### src/rtl/band_pkg.sv
// Shared constants, FSM state type and ROM layout helper for the band sequencer.
// Latency: n/a (declarations only).
// Backpressure: n/a.
package band_pkg;

    localparam int NUM_BANDS  = 4;
    localparam int BAND_DEPTH = 4036;
    localparam int CLK_DIV    = 100;

    typedef enum logic [1:0] {
        IDLE = 2'd0,
        ADDR = 2'd1,
        WAIT = 2'd2,
        EMIT = 2'd3
    } band_state_t;

    // Bands are packed back to back in the ROM, so a band's base is b*depth.
    function automatic int band_base(input int b, input int depth = BAND_DEPTH);
        return b * depth;
    endfunction

endpackage

### src/rtl/band_tick_gen.sv
// Sample-rate divider: one-cycle tick every CLK_DIV clk cycles.
// Latency: first tick CLK_DIV-1 cycles after reset release.
// Backpressure: none; free-running.
module band_tick_gen #(
    parameter int CLK_DIV = 100
) (
    input  logic clk,
    input  logic rst,
    output logic tick
);

    localparam int DIV_W = (CLK_DIV > 1) ? $clog2(CLK_DIV) : 1;

    logic [DIV_W-1:0] div_cnt_q;
    logic [DIV_W-1:0] div_cnt_d;

    assign tick = (div_cnt_q == DIV_W'(CLK_DIV - 1));

    // Count up, wrapping to zero on the tick cycle
    always_comb begin
        div_cnt_d = tick ? '0 : div_cnt_q + 1'b1;
    end

    // Divider register
    always_ff @(posedge clk) begin
        if (rst) begin
            div_cnt_q <= '0;
        end else begin
            div_cnt_q <= div_cnt_d;
        end
    end

endmodule

### src/rtl/band_playback_ctrl.sv
// Time-multiplexes one ROM port across all bands: per tick, fetch, tag and emit each band's sample.
// Latency: band k valid at tick+(k+1)*(ROM_LATENCY+2) cycles.
// Backpressure: none; a tick arriving mid-frame is dropped and sets sticky overrun.
module band_playback_ctrl #(
    parameter int NUM_BANDS    = band_pkg::NUM_BANDS,
    parameter int BAND_DEPTH   = band_pkg::BAND_DEPTH,
    parameter int CLK_DIV      = band_pkg::CLK_DIV,
    parameter int ROM_LATENCY  = 2,
    parameter int ADDR_WIDTH   = $clog2(NUM_BANDS * BAND_DEPTH),
    parameter int BAND_W       = $clog2(NUM_BANDS),
    parameter bit CHECK_TIMING = 1'b1
) (
    input  logic                     clk,
    input  logic                     rst,
    input  logic [NUM_BANDS-1:0]     start,
    input  logic [NUM_BANDS-1:0]     stop,
    input  logic [NUM_BANDS-1:0]     loop_en,
    output logic [ADDR_WIDTH-1:0]    rom_addr,
    input  logic [15:0]              rom_dout,
    output logic signed [15:0]       sample_out,
    output logic [BAND_W-1:0]        sample_band,
    output logic                     sample_valid,
    output logic                     frame_done,
    output logic [NUM_BANDS-1:0]     active,
    output logic                     overrun
);

    import band_pkg::*;

    localparam int                PTR_W     = $clog2(BAND_DEPTH);
    localparam logic [BAND_W-1:0] LAST_BAND = BAND_W'(NUM_BANDS - 1);
    localparam logic [PTR_W-1:0]  LAST_PTR  = PTR_W'(BAND_DEPTH - 1);
    localparam logic [1:0]        LAST_WAIT = 2'(ROM_LATENCY - 1);

    // A whole frame must finish before the next tick; the overlap bench disables this check.
    if (CHECK_TIMING && (NUM_BANDS * (ROM_LATENCY + 2) >= CLK_DIV)) begin : g_frame_too_long
        $error("band_playback_ctrl: NUM_BANDS*(ROM_LATENCY+2) must be below CLK_DIV");
    end
    if ((ROM_LATENCY < 1) || (ROM_LATENCY > 2)) begin : g_bad_latency
        $error("band_playback_ctrl: ROM_LATENCY must be 1 or 2");
    end

    band_state_t             state_q, state_d;
    logic [BAND_W-1:0]       band_q, band_d;
    logic [1:0]              wait_q, wait_d;
    logic [ADDR_WIDTH-1:0]   rom_addr_q, rom_addr_d;
    logic [15:0]             sample_q, sample_d;
    logic [BAND_W-1:0]       sample_band_q, sample_band_d;
    logic [PTR_W-1:0]        ptr_q [NUM_BANDS];
    logic [PTR_W-1:0]        ptr_d [NUM_BANDS];
    logic [NUM_BANDS-1:0]    active_q, active_d;
    logic                    overrun_q, overrun_d;
    logic                    tick;
    logic                    wait_last;

    band_tick_gen #(
        .CLK_DIV (CLK_DIV)
    ) u_tick (
        .clk  (clk),
        .rst  (rst),
        .tick (tick)
    );

    assign wait_last = (wait_q == LAST_WAIT);

    function automatic logic [ADDR_WIDTH-1:0] addr_of(input logic [BAND_W-1:0] b,
                                                      input logic [PTR_W-1:0]  p);
        return ADDR_WIDTH'(band_base(int'(b), BAND_DEPTH) + int'(p));
    endfunction

    // FSM state register
    always_ff @(posedge clk) begin
        if (rst) begin
            state_q <= IDLE;
        end else begin
            state_q <= state_d;
        end
    end

    // FSM next state: one ADDR/WAIT/EMIT pass per band, back to IDLE after the last band
    always_comb begin
        state_d = state_q;
        case (state_q)
            IDLE:    if (tick) state_d = ADDR;
            ADDR:    state_d = WAIT;
            WAIT:    if (wait_last) state_d = EMIT;
            EMIT:    state_d = (band_q == LAST_BAND) ? IDLE : ADDR;
            default: state_d = IDLE;
        endcase
    end

    // FSM outputs: strobes are decoded straight from the state so reset forces them low
    always_comb begin
        sample_valid = (state_q == EMIT);
        frame_done   = (state_q == EMIT) && (band_q == LAST_BAND);
    end

    // Datapath next state: capture, pointer advance, then commands, then the next ROM address
    always_comb begin
        band_d        = band_q;
        wait_d        = wait_q;
        rom_addr_d    = rom_addr_q;
        sample_d      = sample_q;
        sample_band_d = sample_band_q;
        ptr_d         = ptr_q;
        active_d      = active_q;
        overrun_d     = overrun_q | (tick && (state_q != IDLE));

        if (state_q == ADDR) begin
            wait_d = '0;
        end

        if (state_q == WAIT) begin
            wait_d = wait_q + 2'd1;
            if (wait_last) begin
                sample_d      = active_q[band_q] ? rom_dout : 16'd0;
                sample_band_d = band_q;
            end
        end

        if ((state_q == EMIT) && active_q[band_q]) begin
            if (ptr_q[band_q] != LAST_PTR) begin
                ptr_d[band_q] = ptr_q[band_q] + 1'b1;
            end else begin
                ptr_d[band_q] = '0;
                if (!loop_en[band_q]) begin
                    active_d[band_q] = 1'b0;
                end
            end
        end

        // Commands override the advance; stop beats start on the same band
        for (int b = 0; b < NUM_BANDS; b++) begin
            if (stop[b]) begin
                active_d[b] = 1'b0;
                ptr_d[b]    = '0;
            end else if (start[b]) begin
                active_d[b] = 1'b1;
                ptr_d[b]    = '0;
            end
        end

        // Address uses the post-command pointer so a rewind is fetched immediately
        if ((state_q == IDLE) && tick) begin
            band_d     = '0;
            rom_addr_d = addr_of('0, ptr_d[0]);
        end else if ((state_q == EMIT) && (band_q != LAST_BAND)) begin
            band_d     = band_q + 1'b1;
            rom_addr_d = addr_of(band_q + 1'b1, ptr_d[band_q + 1'b1]);
        end
    end

    // Datapath registers
    always_ff @(posedge clk) begin
        if (rst) begin
            band_q        <= '0;
            wait_q        <= '0;
            rom_addr_q    <= '0;
            sample_q      <= '0;
            sample_band_q <= '0;
            ptr_q         <= '{default: '0};
            active_q      <= '0;
            overrun_q     <= 1'b0;
        end else begin
            band_q        <= band_d;
            wait_q        <= wait_d;
            rom_addr_q    <= rom_addr_d;
            sample_q      <= sample_d;
            sample_band_q <= sample_band_d;
            ptr_q         <= ptr_d;
            active_q      <= active_d;
            overrun_q     <= overrun_d;
        end
    end

    assign rom_addr    = rom_addr_q;
    assign sample_out  = sample_q;
    assign sample_band = sample_band_q;
    assign active      = active_q;
    assign overrun     = overrun_q;

endmodule

### config.mk
export PLATFORM = sky130hd
export DESIGN_NAME = band_playback_ctrl
export DESIGN_NICKNAME = d
export VERILOG_FILES = /design/src/rtl/band_pkg.sv /design/src/rtl/band_tick_gen.sv /design/src/rtl/band_playback_ctrl.sv
export SDC_FILE = /design/constraint.sdc
export NUM_CORES = 1
export LEC_CHECK = 0
export ABC_CLOCK_PERIOD_IN_PS = 5300
export BUFFER_PORTS_ARGS = -buffer_cell sky130_fd_sc_hd__buf_2
export CELL_PAD_IN_SITES_DETAIL_PLACEMENT = 1
export CELL_PAD_IN_SITES_GLOBAL_PLACEMENT = 1
export CORE_MARGIN = 2
export CORE_UTILIZATION = 44
export CTS_BUF_LIST = sky130_fd_sc_hd__clkbuf_16
export CTS_CLUSTER_DIAMETER = 60
export DETAILED_ROUTE_END_ITERATION = 10
export PLACE_DENSITY_LB_ADDON = 0.1
export SLEW_MARGIN = 40
export SYNTH_ARGS = -nofsm -noshare
export SYNTH_HDL_FRONTEND = slang
export SYNTH_SLANG_ARGS = --single-unit
### constraint.sdc
create_clock -name clk -period 5.3 [get_ports clk]
set_input_delay 0.53 -clock clk [delete_from_list [all_inputs] [get_ports clk]]
set_output_delay 0.53 -clock clk [all_outputs]
set_load 0.01 [all_outputs]
== Word level (Yosys, flattened, before mapping) ==
Cells that the tools add are included.

* Output and inout port bits: 39
* Bits in registers: 98
* Logic and storage cells: 121

* Multiplexer cells: 41
* $add $sub $neg: 5
* Reductions and logical operators: 27
* Magnitude comparators: 5
* Equality and inequality tests: 18
* $mul: 1
* Bitwise gates (word level): 7

{| class="wikitable"
|+ Operators with widths
! kind !! count
|-
| two-way mux 12 bit || 15
|-
| two-way mux 48 bit || 2
|-
| bitwise AND 48 bit || 1
|-
| binary-select mux 12 bit (select 2 bit) || 2
|-
| bitwise mux 48 bit || 1
|-
| inverter 48 bit || 1
|-
| demux 12 bit (select 2 bit) || 1
|-
| inequality test 2 bit, second input constant || 11
|-
| two-way mux 16 bit || 1
|-
| adder 14 x 12 -> 14 bit || 1
|-
| nonzero test 2 bit || 7
|-
| adder 12 x 1 -> 12 bit, second input constant || 1
|-
| multiplier 2 x 10 -> 12 bit, second input constant || 1
|-
| two-way mux 4 bit || 3
|-
| inequality test 12 bit, second input constant || 1
|-
| AND reduction 3 bit || 4
|-
| OR reduction 2 bit || 6
|-
| two-way mux 1 bit || 8
|-
| two-way mux 2 bit || 4
|-
| case mux 2 bit (4 select lines) || 1
|-
| adder 7 x 1 -> 7 bit, second input constant || 1
|-
| == test 7 bit, second input constant || 1
|-
| logical AND 1 bit || 7
|-
| == test 2 bit, second input constant || 3
|-
| 14 further kinds || 20
|}

== Logic depth before layout (Yosys ltp) ==
* Word-level depth: 17
* Mapped depth: 20

== Cells and area by module ==
Synthesis repeated with hierarchy kept, for this count alone.

* Cell total of the unflattened synthesis: 702
* Area, all modules: 5805.6 um2

{| class="wikitable"
|+ Modules (own cells, without submodules)
! module !! sequential area each (um2) !! area each (um2) !! cells each !! instances
|-
| band_playback_ctrl || 1821.7 || 5499.0 || 669 || 1
|-
| band_tick_gen || 140.1 || 306.5 || 33 || 1
|}

== Least setup slack after synthesis ==
OpenSTA, ideal clock, no wires.

* Path kind: reg2reg
* Start: register band_q[0]
* End: register rom_addr_q[9] (netlist: rom_addr[9])
* Stages on the path, launching flop included: 21
* Buffers on the path: 4
* Period minus slack after synthesis: 4475 ps
* Arrival time: 4389 ps
* Path slack: 825 ps
* Cells stage by stage: dfxtp_1 -> buf_6 -> buf_6 -> buf_6 -> inv_1 -> ha_1 -> inv_1 -> o32ai_4 -> clkbuf_1 -> mux2i_1 -> nor2_1 -> mux4_2 -> ha_1 -> inv_1 -> a221o_1 -> a221oi_4 -> nand3_2 -> a21oi_2 -> xor2_1 -> nand2_1 -> a221oi_2

* Word-level cells in the longest chain between the ends: 17
* Elaborated cells on any way between the ends: 39

{| class="wikitable"
|+ RTL lines
! item !! RTL line !! source
|-
| start: declaration || band_playback_ctrl.sv:44 || <nowiki>logic [BAND_W-1:0] band_q, band_d;</nowiki>
|-
| start signal: assignment || band_playback_ctrl.sv:165 || <nowiki>band_q <= band_d;</nowiki>
|-
| branches (longest 17 deep; another with adder 12 x 1 -> 12 bit) || - ||
|-
| end signal: assignment || band_playback_ctrl.sv:167 || <nowiki>rom_addr_q <= rom_addr_d;</nowiki>
|-
| end: declaration || band_playback_ctrl.sv:46 || <nowiki>logic [ADDR_WIDTH-1:0] rom_addr_q, rom_addr_d;</nowiki>
|}

Parallel ways; which one is timed is not known. The select of a mux whose other input is x is not followed.
A chain may end at the register's enable or synchronous reset.

== Worst setup path after layout ==
* Start: register band_q[0]
* End: register rom_addr_q[8] (netlist: rom_addr[8])

The elaborated chain is that of the path after synthesis.

==> flow_summary.toml <==
[logic_synthesis]
synth_warnings = 0
yosys.area.top_type = "dfxtp_1"
synth_nets = 718
yosysUniqueCellTypes = 64
synth-async-reset-ratio = 0
synthTopCellsByCount = "dfxtp_1 (98), nor2_1 (88), nand2_1 (64), a21oi_1 (53), nor3_1 (43)"
synth_area_sq_mm = 0.00569
netlist_instances = 667
syn_area_per_cell_sq_um = 8.52
synth.area.top_cells = "dfxtp_1 (35%), mux4_2 (7.9%), nor2_1 (5.8%)"
synth_ff_type = "dfxtp_1"
synth-seq-cells = 98
yosysTopAreaCellShare = 0.345
synth_edf_count = 0
synth.most_common_cell = "dfxtp_1"
ys_seq_area_frac = 0.345

[drt]
drt_iter0_markers = 385
avgRoutedWirePerCell_um = 21.1
drc = 0
ant_nets = 0
num_vias = 5366
via_per_inst = 5.99
wl_um = 18900
firstDrtPassIters = 5

[clock_tree]
cts_htree_levels = 3
cts_buffers = 9
clkTransAtPathRegs_ps = 70
hold_buffers = 0
cts_buffer_depth = 2
clock_sinks = 98
cts_tree = "yes"
worst_skew_pair.late_latency_ps = 360
root_buffer = "clkbuf_16"
cts_setup_buffers = 0
cts_resized = 0

[setup_path]
slowest_stage = "dfxtp_2"
worstPathArrival_ps = 5200
r2r_end = "rom_addr[8]"
worstSetupStartpointType = "flip-flop"
r2r_start = "band_q[0]"
endpoint_kind = "flip-flop"
critPathRequiredTime_ps = 5550
slowest_delay_ps = 790
crit_fanout = 24
reg2reg_depth = 18
crit_chain = "mux4_2 -> nor4_1 -> nand3_1 -> nor2_2 -> buf_4 -> nor3_1 -> a21oi_1 -> nor2_1 -> mux4_2 -> ha_1 -> inv_1 -> fa_1 -> and3b_1 -> a31o_2 -> a21oi_1 -> xor2_1 -> o21ai_0 -> o211a_1"
r2r_setup_slack_ps = 350
critical_path_class = "reg2reg"

[pwr]
switching_share = 0.267
powerDensity_mw_per_mm2 = 233
ir_worst_vdd_mv = 0.133
p_int_mw = 1.10
p_leak_nw = 2.41
combPwrFrac = 0.067
pwr-share-clk = 0.435
seqPwrFrac = 0.499
switching_power_uw = 401

[timing]
layout_min_cycle_time_ps = 4950
grt_setup_unrepaired = "false"
setup_viol = 0
hold_violations = 0
post-route-period-util = 0.934
tns_ps = 0
fin_skew_ps = 7.05
fmax_mhz = 202
tightest_slew_ps = 764
relSlewSlack = 0.490
maxSlewViolCount = 0

[grt]
grt_use_total = 0.275
antenna_found_initial = 0
grt_pass1_wl_um = 30000
grt_pass1_vias = 5471
gr-total-overflow = 0
grt_max_degree = 80

[layout]
diodes = 0
drive_above_1_share = 0.207
syn2layout_area_growth_pct = 13.8
final_area_sq_mm = 0.00647
final_nets = 770

[place]
portBuffers = 68
gp_congestion = 0.917
hpwl_um = 13800
placed_cell_area_sq_mm = 0.00618

[run]
cap_violations = 0

[die]
core_area_sq_mm = 0.0126
die_width_um = 118
die_h_um = 118
start_util = 0.451
io-pin-count = 69
die-area_sq_mm = 0.0138
num_rows = 41

[worst_hold_path]
holdPathStages = 2
whs_endpoint = "active[1]"
hp-class = "in2reg"
hold_start = "stop[1]"

[outcome]
status = "completed"
[metal layers]
layer / vias to the layer above / part of all wire / routed length [um] / GRT usage
met5: - / 0 / 0 / 0
met2: 159 / 0.48 / 9020 / 0.451
met3: 19 / 0.059 / 1120 / 0.0533
met1: 2685 / 0.45 / 8490 / 0.369
met4: 0 / 0.012 / 234 / 0.0783
li1: 2503 / - / - / -
[logic make-up after synthesis]
| kind of cell | Yosys count | synth area share |
|---|---|---|
| XOR/XNOR | 22 | 0.0339 |
| adder cells (fa/ha/maj) | 21 | 0.0475 |
| AO/OA/AOI/OAI | 141 | 0.174 |
| buffers and inverters | 66 | 0.0508 |
| multiplexers | 49 | 0.132 |
| AND/OR/NAND/NOR | 270 | 0.217 |
| flip-flops | 98 | 0.345 |
[critical path, delay by kind of cell (launching register included)]
kind,cells,cell delay [ps]
multiplexers,2,1130
AO/OA/AOI/OAI,5,930
AND/OR/NAND/NOR,6,1100
buffers and inverters,2,280
adder cells (fa/ha/maj),2,430
flip-flops,1,790
XOR/XNOR,1,170
[cell usage in the layout (no fill, tap or decap), drive strengths merged, types with 4 or more instances in the layout]
master,netlist,final
o21ai,15,15
dfxtp,98,98
a22o,5,5
o22ai,6,6
mux2,4,4
ha,20,20
or2,5,5
nor3,43,43
a211oi,6,6
mux4,20,20
buf,14,87
a31oi,7,7
and2,10,10
a2111oi,8,8
inv,20,23
nor2,89,89
a21oi,54,54
a22oi,4,4
and3,8,8
xor2,14,14
xnor2,8,8
nor4,4,4
mux2i,25,25
nand2,64,64
nand3,34,34
clkbuf,32,9
[state kept, by name, indices dropped and copies added (netlist names)]
signal	flops
ptr_q	48
wait_q	2
band_q	2
u_tick.div_cnt_q	7
state_q	2
rom_addr	14
sample_out	16
overrun	1
active	4
sample_band	2
[power by group through the flow]
stage          sequential (mW)  combinational (mW)  clock, mW
6_report                 0.751               0.100      0.654
5_1_grt                  0.752               0.109      0.695
2_1_floorplan            0.766              0.0639          0
4_1_cts                  0.750              0.0991      0.665
3_5_place_dp             0.768              0.0981          0
3_3_place_gp             0.767              0.0921          0
[through the flow]
step | hold slack, ps | util | setup WS [ps] | power (mW) | std cells
4_1_cts | 352 | 0.512 | 403 | 1.51 | 896
2_1_floorplan | 413 | - | 825 | 0.830 | 667
5_1_grt | 361 | 0.513 | 45.2 | 1.56 | 896
3_3_place_gp | 431 | 0.489 | 629 | 0.859 | 880
3_5_place_dp | 438 | 0.490 | 432 | 0.866 | 880
6_report | 363 | 0.513 | 350 | 1.50 | 896
[final cells by class]
type	count	area [sq um]
Fill cell	1578	6150
Clock inverter	7	60.1
Timing Repair Buffer	87	487
Tap cell	172	215
Inverter	20	75.1
Sequential cell	98	1960
Clock buffer	9	225
Multi-Input combinational cell	503	3440
[worst max path at each step]
stage	to	depth (start not counted)	slack [ps]	start
global placement	rom_addr[10]	17	630	band_q[0]
finish	rom_addr[8]	18	350	band_q[0]
global route	rom_addr[9]	17	50	band_q[0]
floorplan	rom_addr[9]	20	820	band_q[0]
detailed placement	rom_addr[9]	17	430	band_q[0]
CTS	rom_addr[9]	17	400	band_q[0]
(Power assumes the default switching activity.)
